--- src/rtl/c2s_responder_if.sv ---
// Request/response streams to the C bridge and the local handler call port of c2s_responder.
// slave = responder side, master = bridge/handler side.
interface c2s_responder_if #(
   parameter int DATA_SIZE = 4,
   parameter int NUM_ID    = 16
);
   localparam int ID_W = $clog2(NUM_ID);

   logic                    req_valid;
   logic                    req_ready;
   logic [31:0]             req_data;
   logic                    rsp_valid;
   logic                    rsp_ready;
   logic [31:0]             rsp_data;
   logic                    hdl_req;
   logic [ID_W-1:0]         hdl_id;
   logic [32*DATA_SIZE-1:0] hdl_data;
   logic                    hdl_ack;
   logic [31:0]             hdl_ret;
   logic [32*DATA_SIZE-1:0] hdl_rdata;

   modport slave (
      input  req_valid, req_data, rsp_ready, hdl_ack, hdl_ret, hdl_rdata,
      output req_ready, rsp_valid, rsp_data, hdl_req, hdl_id, hdl_data
   );

   modport master (
      output req_valid, req_data, rsp_ready, hdl_ack, hdl_ret, hdl_rdata,
      input  req_ready, rsp_valid, rsp_data, hdl_req, hdl_id, hdl_data
   );
endinterface

--- src/rtl/c2s_responder.sv ---
// Sim-side responder for C-initiated calls: frame RX, decode, handler call, response TX.
// Optional handler-ack watchdog enabled by defining C2S_TIMEOUT_EN.
//
// state   | meaning
// --------+-----------------------------------------------------------
// ST_RX   | accepting request words id, fn, payload[0..DATA_SIZE-1]
// ST_EXEC | one-cycle decode of id/fn, table update, ret selection
// ST_CALL | hdl_req held until hdl_ack (or watchdog expiry)
// ST_TX   | sending ret then data[0..DATA_SIZE-1]
module c2s_responder #(
   parameter int DATA_SIZE   = 4,
   parameter int NUM_ID      = 16,
   parameter int TIMEOUT_CYC = 1024
) (
   input  logic            clk,
   input  logic            rst_n,
   c2s_responder_if.slave  bus,
   input  logic            end_req,
   output logic            busy
);
   localparam int ID_W  = $clog2(NUM_ID);
   localparam int CNT_W = $clog2(DATA_SIZE + 2);
   localparam int K_W   = $clog2(DATA_SIZE + 1);
   localparam logic [CNT_W-1:0] LAST_REQ = CNT_W'(DATA_SIZE + 1);
   localparam logic [K_W-1:0]   LAST_RSP = K_W'(DATA_SIZE);

   typedef enum logic [1:0] {ST_RX, ST_EXEC, ST_CALL, ST_TX} state_t;

   state_t            state, state_nxt;
   logic [CNT_W-1:0]  cnt;
   logic [K_W-1:0]    tx_k;
   logic [31:0]       id_q, fn_q, ret_q;
   logic [31:0]       pay_q  [DATA_SIZE];
   logic [31:0]       rdat_q [DATA_SIZE];
   logic [NUM_ID-1:0] reg_tbl;
   logic              id_bad, id_reg, call_go, tmo_hit;
   logic [31:0]       exec_ret;

   assign id_bad = (id_q >= 32'(NUM_ID));
   assign id_reg = reg_tbl[id_q[ID_W-1:0]];
   assign busy   = (state != ST_RX) || (cnt != '0);

   // Decode priority: bad id, then fn (setup / call / check_end / unknown).
   always_comb begin
      exec_ret = 32'h0;
      call_go  = 1'b0;
      if (id_bad) begin
         exec_ret = 32'hFFFF_FFFF;
      end else begin
         case (fn_q)
            32'd0:   exec_ret = 32'h0;
            32'd1:   if (id_reg) call_go = 1'b1;
                     else        exec_ret = 32'hFFFF_FFFE;
            32'd2:   exec_ret = {31'h0, end_req};
            default: exec_ret = 32'hFFFF_FFFD;
         endcase
      end
   end

`ifdef C2S_TIMEOUT_EN
   localparam int TMO_W = $clog2(TIMEOUT_CYC + 1);
   logic [TMO_W-1:0] tmo_cnt;

   // Held at zero outside CALL so every call starts a fresh count.
   always_ff @(posedge clk or negedge rst_n) begin
      if (!rst_n)                tmo_cnt <= '0;
      else if (state != ST_CALL) tmo_cnt <= '0;
      else                       tmo_cnt <= tmo_cnt + 1'b1;
   end

   assign tmo_hit = (state == ST_CALL) && (tmo_cnt == TMO_W'(TIMEOUT_CYC - 1));
`else
   assign tmo_hit = 1'b0;
`endif

   always_ff @(posedge clk or negedge rst_n) begin
      if (!rst_n) state <= ST_RX;
      else        state <= state_nxt;
   end

   always_comb begin
      state_nxt     = state;
      bus.req_ready = 1'b0;
      bus.rsp_valid = 1'b0;
      bus.hdl_req   = 1'b0;
      case (state)
         ST_RX: begin
            bus.req_ready = 1'b1;
            if (bus.req_valid && (cnt == LAST_REQ)) state_nxt = ST_EXEC;
         end
         ST_EXEC: state_nxt = call_go ? ST_CALL : ST_TX;
         ST_CALL: begin
            bus.hdl_req = 1'b1;
            if (bus.hdl_ack || tmo_hit) state_nxt = ST_TX;
         end
         ST_TX: begin
            bus.rsp_valid = 1'b1;
            if (bus.rsp_ready && (tx_k == LAST_RSP)) state_nxt = ST_RX;
         end
         default: state_nxt = ST_RX;
      endcase
   end

   always_comb begin
      bus.rsp_data = 32'h0;
      bus.hdl_id   = '0;
      bus.hdl_data = '0;
      if (state == ST_TX) begin
         bus.rsp_data = ret_q;
         for (int i = 0; i < DATA_SIZE; i++)
            if (tx_k == K_W'(i + 1)) bus.rsp_data = rdat_q[i];
      end
      if (state == ST_CALL) begin
         bus.hdl_id = id_q[ID_W-1:0];
         for (int i = 0; i < DATA_SIZE; i++)
            bus.hdl_data[32*i +: 32] = pay_q[i];
      end
   end

   always_ff @(posedge clk or negedge rst_n) begin
      if (!rst_n) begin
         cnt     <= '0;
         tx_k    <= '0;
         id_q    <= 32'h0;
         fn_q    <= 32'h0;
         ret_q   <= 32'h0;
         reg_tbl <= '0;
         for (int i = 0; i < DATA_SIZE; i++) begin
            pay_q[i]  <= 32'h0;
            rdat_q[i] <= 32'h0;
         end
      end else begin
         case (state)
            ST_RX: if (bus.req_valid) begin
               if (cnt == CNT_W'(0)) id_q <= bus.req_data;
               if (cnt == CNT_W'(1)) fn_q <= bus.req_data;
               for (int i = 0; i < DATA_SIZE; i++)
                  if (cnt == CNT_W'(i + 2)) pay_q[i] <= bus.req_data;
               cnt <= (cnt == LAST_REQ) ? '0 : cnt + 1'b1;
            end
            ST_EXEC: begin
               ret_q <= exec_ret;
               tx_k  <= '0;
               for (int i = 0; i < DATA_SIZE; i++) rdat_q[i] <= 32'h0;
               if (!id_bad && (fn_q == 32'd0)) reg_tbl[id_q[ID_W-1:0]] <= 1'b1;
            end
            ST_CALL: begin
               // A same-cycle ack beats watchdog expiry.
               if (bus.hdl_ack) begin
                  ret_q <= bus.hdl_ret;
                  for (int i = 0; i < DATA_SIZE; i++)
                     rdat_q[i] <= bus.hdl_rdata[32*i +: 32];
               end else if (tmo_hit) begin
                  ret_q <= 32'hFFFF_FFFC;
               end
            end
            ST_TX: if (bus.rsp_ready) tx_k <= (tx_k == LAST_RSP) ? '0 : tx_k + 1'b1;
            default: ;
         endcase
      end
   end
endmodule

--- src/flat_wrapper.sv ---
// flat-port wrapper written by rule: the top's interface ports become plain ports
module c2s_responder_flat 
#(
   parameter int DATA_SIZE   = 4,
   parameter int NUM_ID      = 16,
   parameter int TIMEOUT_CYC = 1024
)
  (clk, rst_n, end_req, busy, bus_req_valid, bus_req_data, bus_rsp_ready, bus_hdl_ack, bus_hdl_ret, bus_hdl_rdata, bus_req_ready, bus_rsp_valid, bus_rsp_data, bus_hdl_req, bus_hdl_id, bus_hdl_data);
  c2s_responder_if #(.DATA_SIZE(DATA_SIZE), .NUM_ID(NUM_ID)) bus_i ();
  input  logic clk;
  input  logic rst_n;
  input  logic end_req;
  output logic busy;
  input wire logic [$bits(bus_i.req_valid)-1:0] bus_req_valid;
  input wire logic [$bits(bus_i.req_data)-1:0] bus_req_data;
  input wire logic [$bits(bus_i.rsp_ready)-1:0] bus_rsp_ready;
  input wire logic [$bits(bus_i.hdl_ack)-1:0] bus_hdl_ack;
  input wire logic [$bits(bus_i.hdl_ret)-1:0] bus_hdl_ret;
  input wire logic [$bits(bus_i.hdl_rdata)-1:0] bus_hdl_rdata;
  output wire logic [$bits(bus_i.req_ready)-1:0] bus_req_ready;
  output wire logic [$bits(bus_i.rsp_valid)-1:0] bus_rsp_valid;
  output wire logic [$bits(bus_i.rsp_data)-1:0] bus_rsp_data;
  output wire logic [$bits(bus_i.hdl_req)-1:0] bus_hdl_req;
  output wire logic [$bits(bus_i.hdl_id)-1:0] bus_hdl_id;
  output wire logic [$bits(bus_i.hdl_data)-1:0] bus_hdl_data;
  assign bus_i.req_valid = bus_req_valid;
  assign bus_i.req_data = bus_req_data;
  assign bus_i.rsp_ready = bus_rsp_ready;
  assign bus_i.hdl_ack = bus_hdl_ack;
  assign bus_i.hdl_ret = bus_hdl_ret;
  assign bus_i.hdl_rdata = bus_hdl_rdata;
  assign bus_req_ready = bus_i.req_ready;
  assign bus_rsp_valid = bus_i.rsp_valid;
  assign bus_rsp_data = bus_i.rsp_data;
  assign bus_hdl_req = bus_i.hdl_req;
  assign bus_hdl_id = bus_i.hdl_id;
  assign bus_hdl_data = bus_i.hdl_data;
  c2s_responder #(.DATA_SIZE(DATA_SIZE), .NUM_ID(NUM_ID), .TIMEOUT_CYC(TIMEOUT_CYC)) u_core (.clk(clk), .rst_n(rst_n), .bus(bus_i), .end_req(end_req), .busy(busy));
endmodule
--- config.mk ---
export PLATFORM = sky130hd
export DESIGN_NAME = c2s_responder_flat
export DESIGN_NICKNAME = d
export VERILOG_FILES = /design/src/rtl/c2s_responder_if.sv /design/src/rtl/c2s_responder.sv /design/src/flat_wrapper.sv
export SDC_FILE = /design/constraint.sdc
export NUM_CORES = 1
export LEC_CHECK = 0
export CAP_MARGIN = 20
export CORE_MARGIN = 2
export CORE_UTILIZATION = 55
export DETAILED_ROUTE_END_ITERATION = 8
export PLACE_DENSITY = 0.89
export SLEW_MARGIN = 20
export SYNTH_ARGS = -nofsm -noshare
export SYNTH_HDL_FRONTEND = slang
export SYNTH_SLANG_ARGS = --single-unit
--- constraint.sdc ---
create_clock -name clk -period 5.89 [get_ports clk]
set_input_delay 0.589 -clock clk [delete_from_list [all_inputs] [get_ports clk]]
set_output_delay 0.589 -clock clk [all_outputs]
set_load 0.02 [all_outputs]
Yosys cells after proc, flatten, opt, wreduce, memory -nomap -nowiden
Index checks and enable logic that the tools add are counted.
Storage, ports and cells
  flip-flop bits (word level): 376
  input port bits: 198
  logic and storage cells: 96
Operators by class
  add/subtract/negate cells: 2
  order comparisons: 3
  eq/ne operators: 18
  multiplexer cells: 33
  bitwise operators: 1
  reduce and logical (&&, ||, !) cells: 24
Operator list (number)
  128-bit two-way mux: 2
  32-bit two-way mux: 8
  128-bit one-hot mux with 2 select lines: 1
  32-bit one-hot mux with 3 select lines: 1
  32-bit one-hot mux with 2 select lines: 1
  32-bit by 1-bit equality test with 1-bit output (second input constant): 1
  32-bit by 2-bit equality test with 1-bit output (second input constant): 1
  32-bit by 5-bit >= comparator with 1-bit output (second input constant): 1
  32-bit logical NOT: 1
  3-bit AND reduction: 7
  16-bit OR: 1
  3-bit by 2-bit equality test with 1-bit output (second input constant): 4
  3-bit equality test (second input constant): 3
  1-bit two-way mux: 9
  3-bit two-way mux: 3
  2-bit one-hot mux with 4 select lines: 1
  2-bit AND reduction: 4
  3-bit by 1-bit adder with 3-bit output (second input constant): 2
  3-bit by 1-bit equality test with 1-bit output (second input constant): 2
  2-bit two-way mux: 3
  3-bit one-hot mux with 2 select lines: 1
  2-bit nonzero test: 3
  4-bit by 5-bit < comparator with 1-bit output (second input constant): 1
  1-bit binary-select mux with 4-bit select: 1
  other kinds (13): 19

Depth between registers and ports, before layout
  depth in word-level cells: 7
  depth in mapped cells: 9

Worst setup path before layout
No wires, ideal clock.
  path kind: register -> output
  start: reg u_core.tx_k[0]
  end: out bus_rsp_data[10]
  arrival: 2.094 ns
  required time: 5.301 ns
  path slack: 3.207 ns
  cell stages (with the launch flop): 10
  cell sequence: dfrtp_1 -> inv_1 -> ha_1 -> nand2b_1 -> clkbuf_1 -> clkbuf_1 -> nor2_1 -> a211oi_1 -> a211oi_1 -> nor3b_1
Between the ends
  longest elaborated chain between the ends: 6
  elaborated cells between the ends (all ways): 9
  classes of those cells: 4 x eq/ne; 5 x mux
Ends and longest elaborated chain
  start, declared: line c2s_responder.sv:31  | logic [K_W-1:0] tx_k;
  start signal, assigned: line c2s_responder.sv:157  | ST_TX: if (bus.rsp_ready) tx_k <= (tx_k == LAST_RSP) ? '0 : tx_k + 1'b1;
  3-bit by 1-bit equality test with 1-bit output: line c2s_responder.sv:111  | if (tx_k == K_W'(i + 1)) bus.rsp_data = rdat_q[i];
  32-bit two-way mux (3 in a row): line c2s_responder.sv:111
  32-bit two-way mux (*): line c2s_responder.sv:111
  32-bit two-way mux (*): line c2s_responder.sv:108  | if (state == ST_TX) begin
  end, declared: line flat_wrapper.sv:22  | output wire logic [$bits(bus_i.rsp_data)-1:0] bus_rsp_data;
Mark *: on every way between the ends. The rest lies on a longest branch, timed or not.

Final worst setup path
  start: reg u_core.tx_k[1]
  end: out bus_rsp_data[26]
The elaborated chain is that of the path after synthesis.

==> impl_metrics.csv <==
group,metric,value,unit
outcome,status,"completed",
sta,setup_violations,0,
logic_synthesis,ys_warn_count,0,
floorplanning,die_y,180.7,µm
setup_path,reg2reg_from,"u_core.state[1]",
route,vias_per_cell,6.110,
global_route,grt_pass1_vias,13782,
clock_network,clock_latency,0.54,ns
setup_path,critPathKind,"flop to output port",
clock_network,ctsHoldBuffers,0,
clock_network,cts_buffers,40,
clock_network,cts_tree,"done",
cells_and_area,multi_input_area,0.007284,mm²
place,hpwl,32410,µm
sta,slew_headroom,0.2433,
clock_network,cts.sinks,376,
clock_network,ctsRootBufferMaster,"clkbuf_16",
logic_synthesis,syn_area,0.01718,mm²
logic_synthesis,yosysUniqueCellTypes,45,
clock_network,post-cts-setup-buffer-count,0,
global_route,grt_start_max_net_pins,154,
sta,slew_viol_final,0,
floorplanning,dieArea,0.03266,mm²
route,top_layer_used,"met5",
pwr,power_density,498.3,mW/mm²
pwr,p_leak,0.01011,µW
route,drt_wl_total,49650,µm
route,wl_met1,20090,µm
logic_synthesis,synthCells,1461,
sta,tns,0,ns
sta,timing.final.crit_share,0.7183,
floorplanning,design.core.area,0.03067,mm²
clock_network,clkTransAtPathRegs,0.06,ns
cells_and_area,finish.utilization,0.7270,
route,drc_errors,0,
cells_and_area,drive_gt1_frac,0.1517,
setup_path,r2r_end,"u_core.rdat_q[102]",
sta,rsz0062_at_grt,"no",
setup_path,ff2ff_setup_slack,2.94,ns
route,dr_total_vias,13363,
floorplanning,die-width,180.7,µm
sta,timing.fmax,236.4,MHz
sta,finalClockSkew,0.01443,ns
clock_network,cts_max_level,2,
place,dpl.cell_count,2113,
setup_path,crit_path_start_kind,"flop",
clock_network,cts_buffer_depth,3,
clock_network,postCtsResizedCells,0,
logic_synthesis,synth-seq-cells,376,
cells_and_area,nets,1967,
setup_path,cp.arrival,3.64,ns
route,drt_first_pass_iters,7,
route,wl_per_cell,22.70,µm
place,gp_congestion,0.8324,
global_route,antenna_found_initial,6,
job,maxCapViolations,0,
worst_hold_path,hold_path_class,"input pin to asynchronous set/reset pin",
floorplanning,num_io_pins,366,
cells_and_area,fill_cells,2032,
cells_and_area,area_delta_synth_final,29.80,%
global_route,grt_pass1_wl,77890,µm
sta,worst_slew_pin_slew,1.135,ns
sta,fin_crit,4.231,ns
route,dr_wl_met3,4294,µm
floorplanning,num_rows,64,
route,wl_met2,24090,µm
global_route,grtUsageTotal,0.2987,
sta,hold_ws,0.08086,ns
logic_synthesis,synth_edf_count,0,
logic_synthesis,async_flop_share,1.000,
pwr,irDropWorstVdd,410.4,µV
sta,hold_viol_final,0,
logic_synthesis,yosysSeqAreaShare,0.5478,
cells_and_area,seqCellArea,0.009410,mm²
setup_path,cp_data_required_time,5.30,ns
logic_synthesis,synth_fp_nets,1669,
setup_path,ff2ff_path_depth,8,
logic_synthesis,dominantRegCellSynth,"dfrtp_1",
place,io_buffers,365,
setup_path,crit_path_max_fanout,32,
logic_synthesis,avgSynthCellArea,11.76,µm²
cells_and_area,layoutNonFillerInstCount,2187,
route,detail_route.iter0.violations,1303,
route,ant_nets,0,
global_route,overflow,0,
setup_path,end_kind,"output port",
floorplanning,start_util,0.5601,
-- cell usage after synthesis, types with 2 or more instances --
cell,n,area share
mux4_2,4,0.0052
nand2_1,14,0.0031
nor4b_4,2,0.0028
a21o_1,16,0.0070
mux2_2,174,0.11
nand3_1,7,0.0020
buf_6,2,0.0013
nand2b_1,4,0.0015
clkbuf_1,95,0.021
inv_1,8,0.0017
mux2_1,18,0.012
buf_1,11,0.0024
nor3b_1,33,0.014
dfrtp_1,376,0.55
and2_1,137,0.050
nand3b_1,2,0.00087
mux2i_1,32,0.019
nor2b_1,4,0.0015
nand4b_1,3,0.0015
nor4_1,76,0.028
o21ai_0,6,0.0017
a22o_1,130,0.066
nand4_1,5,0.0018
ha_1,10,0.0073
a21oi_1,2,0.00058
a211oi_1,64,0.028
buf_2,14,0.0041
nor2_1,162,0.035
nor3_1,32,0.0093
buf_4,3,0.0013
-- worst max path at each step --
stage                     cells after the start                to      startpoint
after floorplan                               9  bus_rsp_data[10]  u_core.tx_k[0]
after global placement                        8   bus_rsp_data[2]  u_core.tx_k[1]
after detailed placement                      8  bus_rsp_data[10]  u_core.tx_k[1]
after CTS                                     8  bus_rsp_data[26]  u_core.tx_k[1]
after global routing                          8  bus_rsp_data[10]  u_core.tx_k[1]
final                                         8  bus_rsp_data[26]  u_core.tx_k[1]
-- critical path, stage by stage (launching register included) --
cell             delay [ns]
dfrtp_1                0.38
inv_1                  0.10
ha_1                   0.21
nand2b_2               0.79
mux2i_1                0.20
a211oi_1               0.42
a211oi_1               0.11
nor3b_1                0.26
clkdlybuf4s50_1        0.65
-- final cells by class --
class,instances,area share
Timing Repair Buffer,381,0.1706
Tap cell,396,0.02222
Sequential cell,376,0.4221
Clock inverter,10,0.005163
Inverter,8,0.001347
Clock buffer,60,0.05141
Multi-Input combinational cell,952,0.3267
Antenna cell,4,0.0004490
-- placed cells by master (no fill, tap or decap), drive strengths merged, types with 2 or more instances in the layout --
cell type / Yosys / routed
a211oi: 64 / 64
a21o: 16 / 16
a21oi: 2 / 2
a22o: 130 / 130
and2: 137 / 137
buf: 30 / 17
clkbuf: 95 / 60
clkdlybuf4s50: 0 / 364
clkinv: 0 / 8
dfrtp: 376 / 376
diode: 0 / 4
ha: 10 / 10
inv: 8 / 9
mux2: 192 / 192
mux2i: 32 / 32
mux4: 4 / 4
nand2: 14 / 14
nand2b: 4 / 4
nand3: 7 / 7
nand3b: 2 / 2
nand4: 5 / 5
nand4b: 3 / 3
nor2: 163 / 163
nor2b: 4 / 4
nor3: 33 / 33
nor3b: 33 / 33
nor4: 77 / 77
nor4b: 2 / 2
o21ai: 7 / 7
-- stage by stage --
stage / cell area (µm²) / power [µW] / setup slack (ns)
floorplan: 17180 / 7006 / 3.207
global placement: 21010 / 8388 / 2.403
detailed placement: 21020 / 8597 / 2.304
CTS: 22280 / 11110 / 1.652
global route: 22290 / 11680 / 1.499
finish: 22300 / 11110 / 1.659
-- cell families (layout without fill, tap and decap cells) --
group,Yosys count,count (layout),synth area share
other,0,4,0
adder cells (fa/ha/maj),10,10,0.007284
buffers and inverters,133,459,0.03161
flip-flops,376,376,0.5478
XOR/XNOR,1,1,0.0005100
AO/OA/AOI/OAI,226,226,0.1074
multiplexers,228,228,0.1498
AND/OR/NAND/NOR,487,487,0.1556
-- flip-flops by register name, indices dropped and copies added, names as in the netlist --
register	cells
u_core.cnt	3
u_core.fn_q	32
u_core.id_q	32
u_core.pay_q	128
u_core.rdat_q	128
u_core.reg_tbl	16
u_core.ret_q	32
u_core.state	2
u_core.tx_k	3
-- power breakdown --
part / switching (µW) / total (µW) / internal, µW
combinational: 2330 / 4330 / 2010
clock: 1030 / 2430 / 1400
sequential: 732 / 4340 / 3610
-- metal layers --
| metal | GRT usage | vias to the layer above |
|---|---|---|
| met5 | 0 | - |
| met4 | 0.08323 | 4 |
| met3 | 0.07801 | 88 |
| met2 | 0.4975 | 622 |
| met1 | 0.3884 | 6766 |
| li1 | - | 5883 |
No activity file was read; power rests on OpenSTA's default activity.
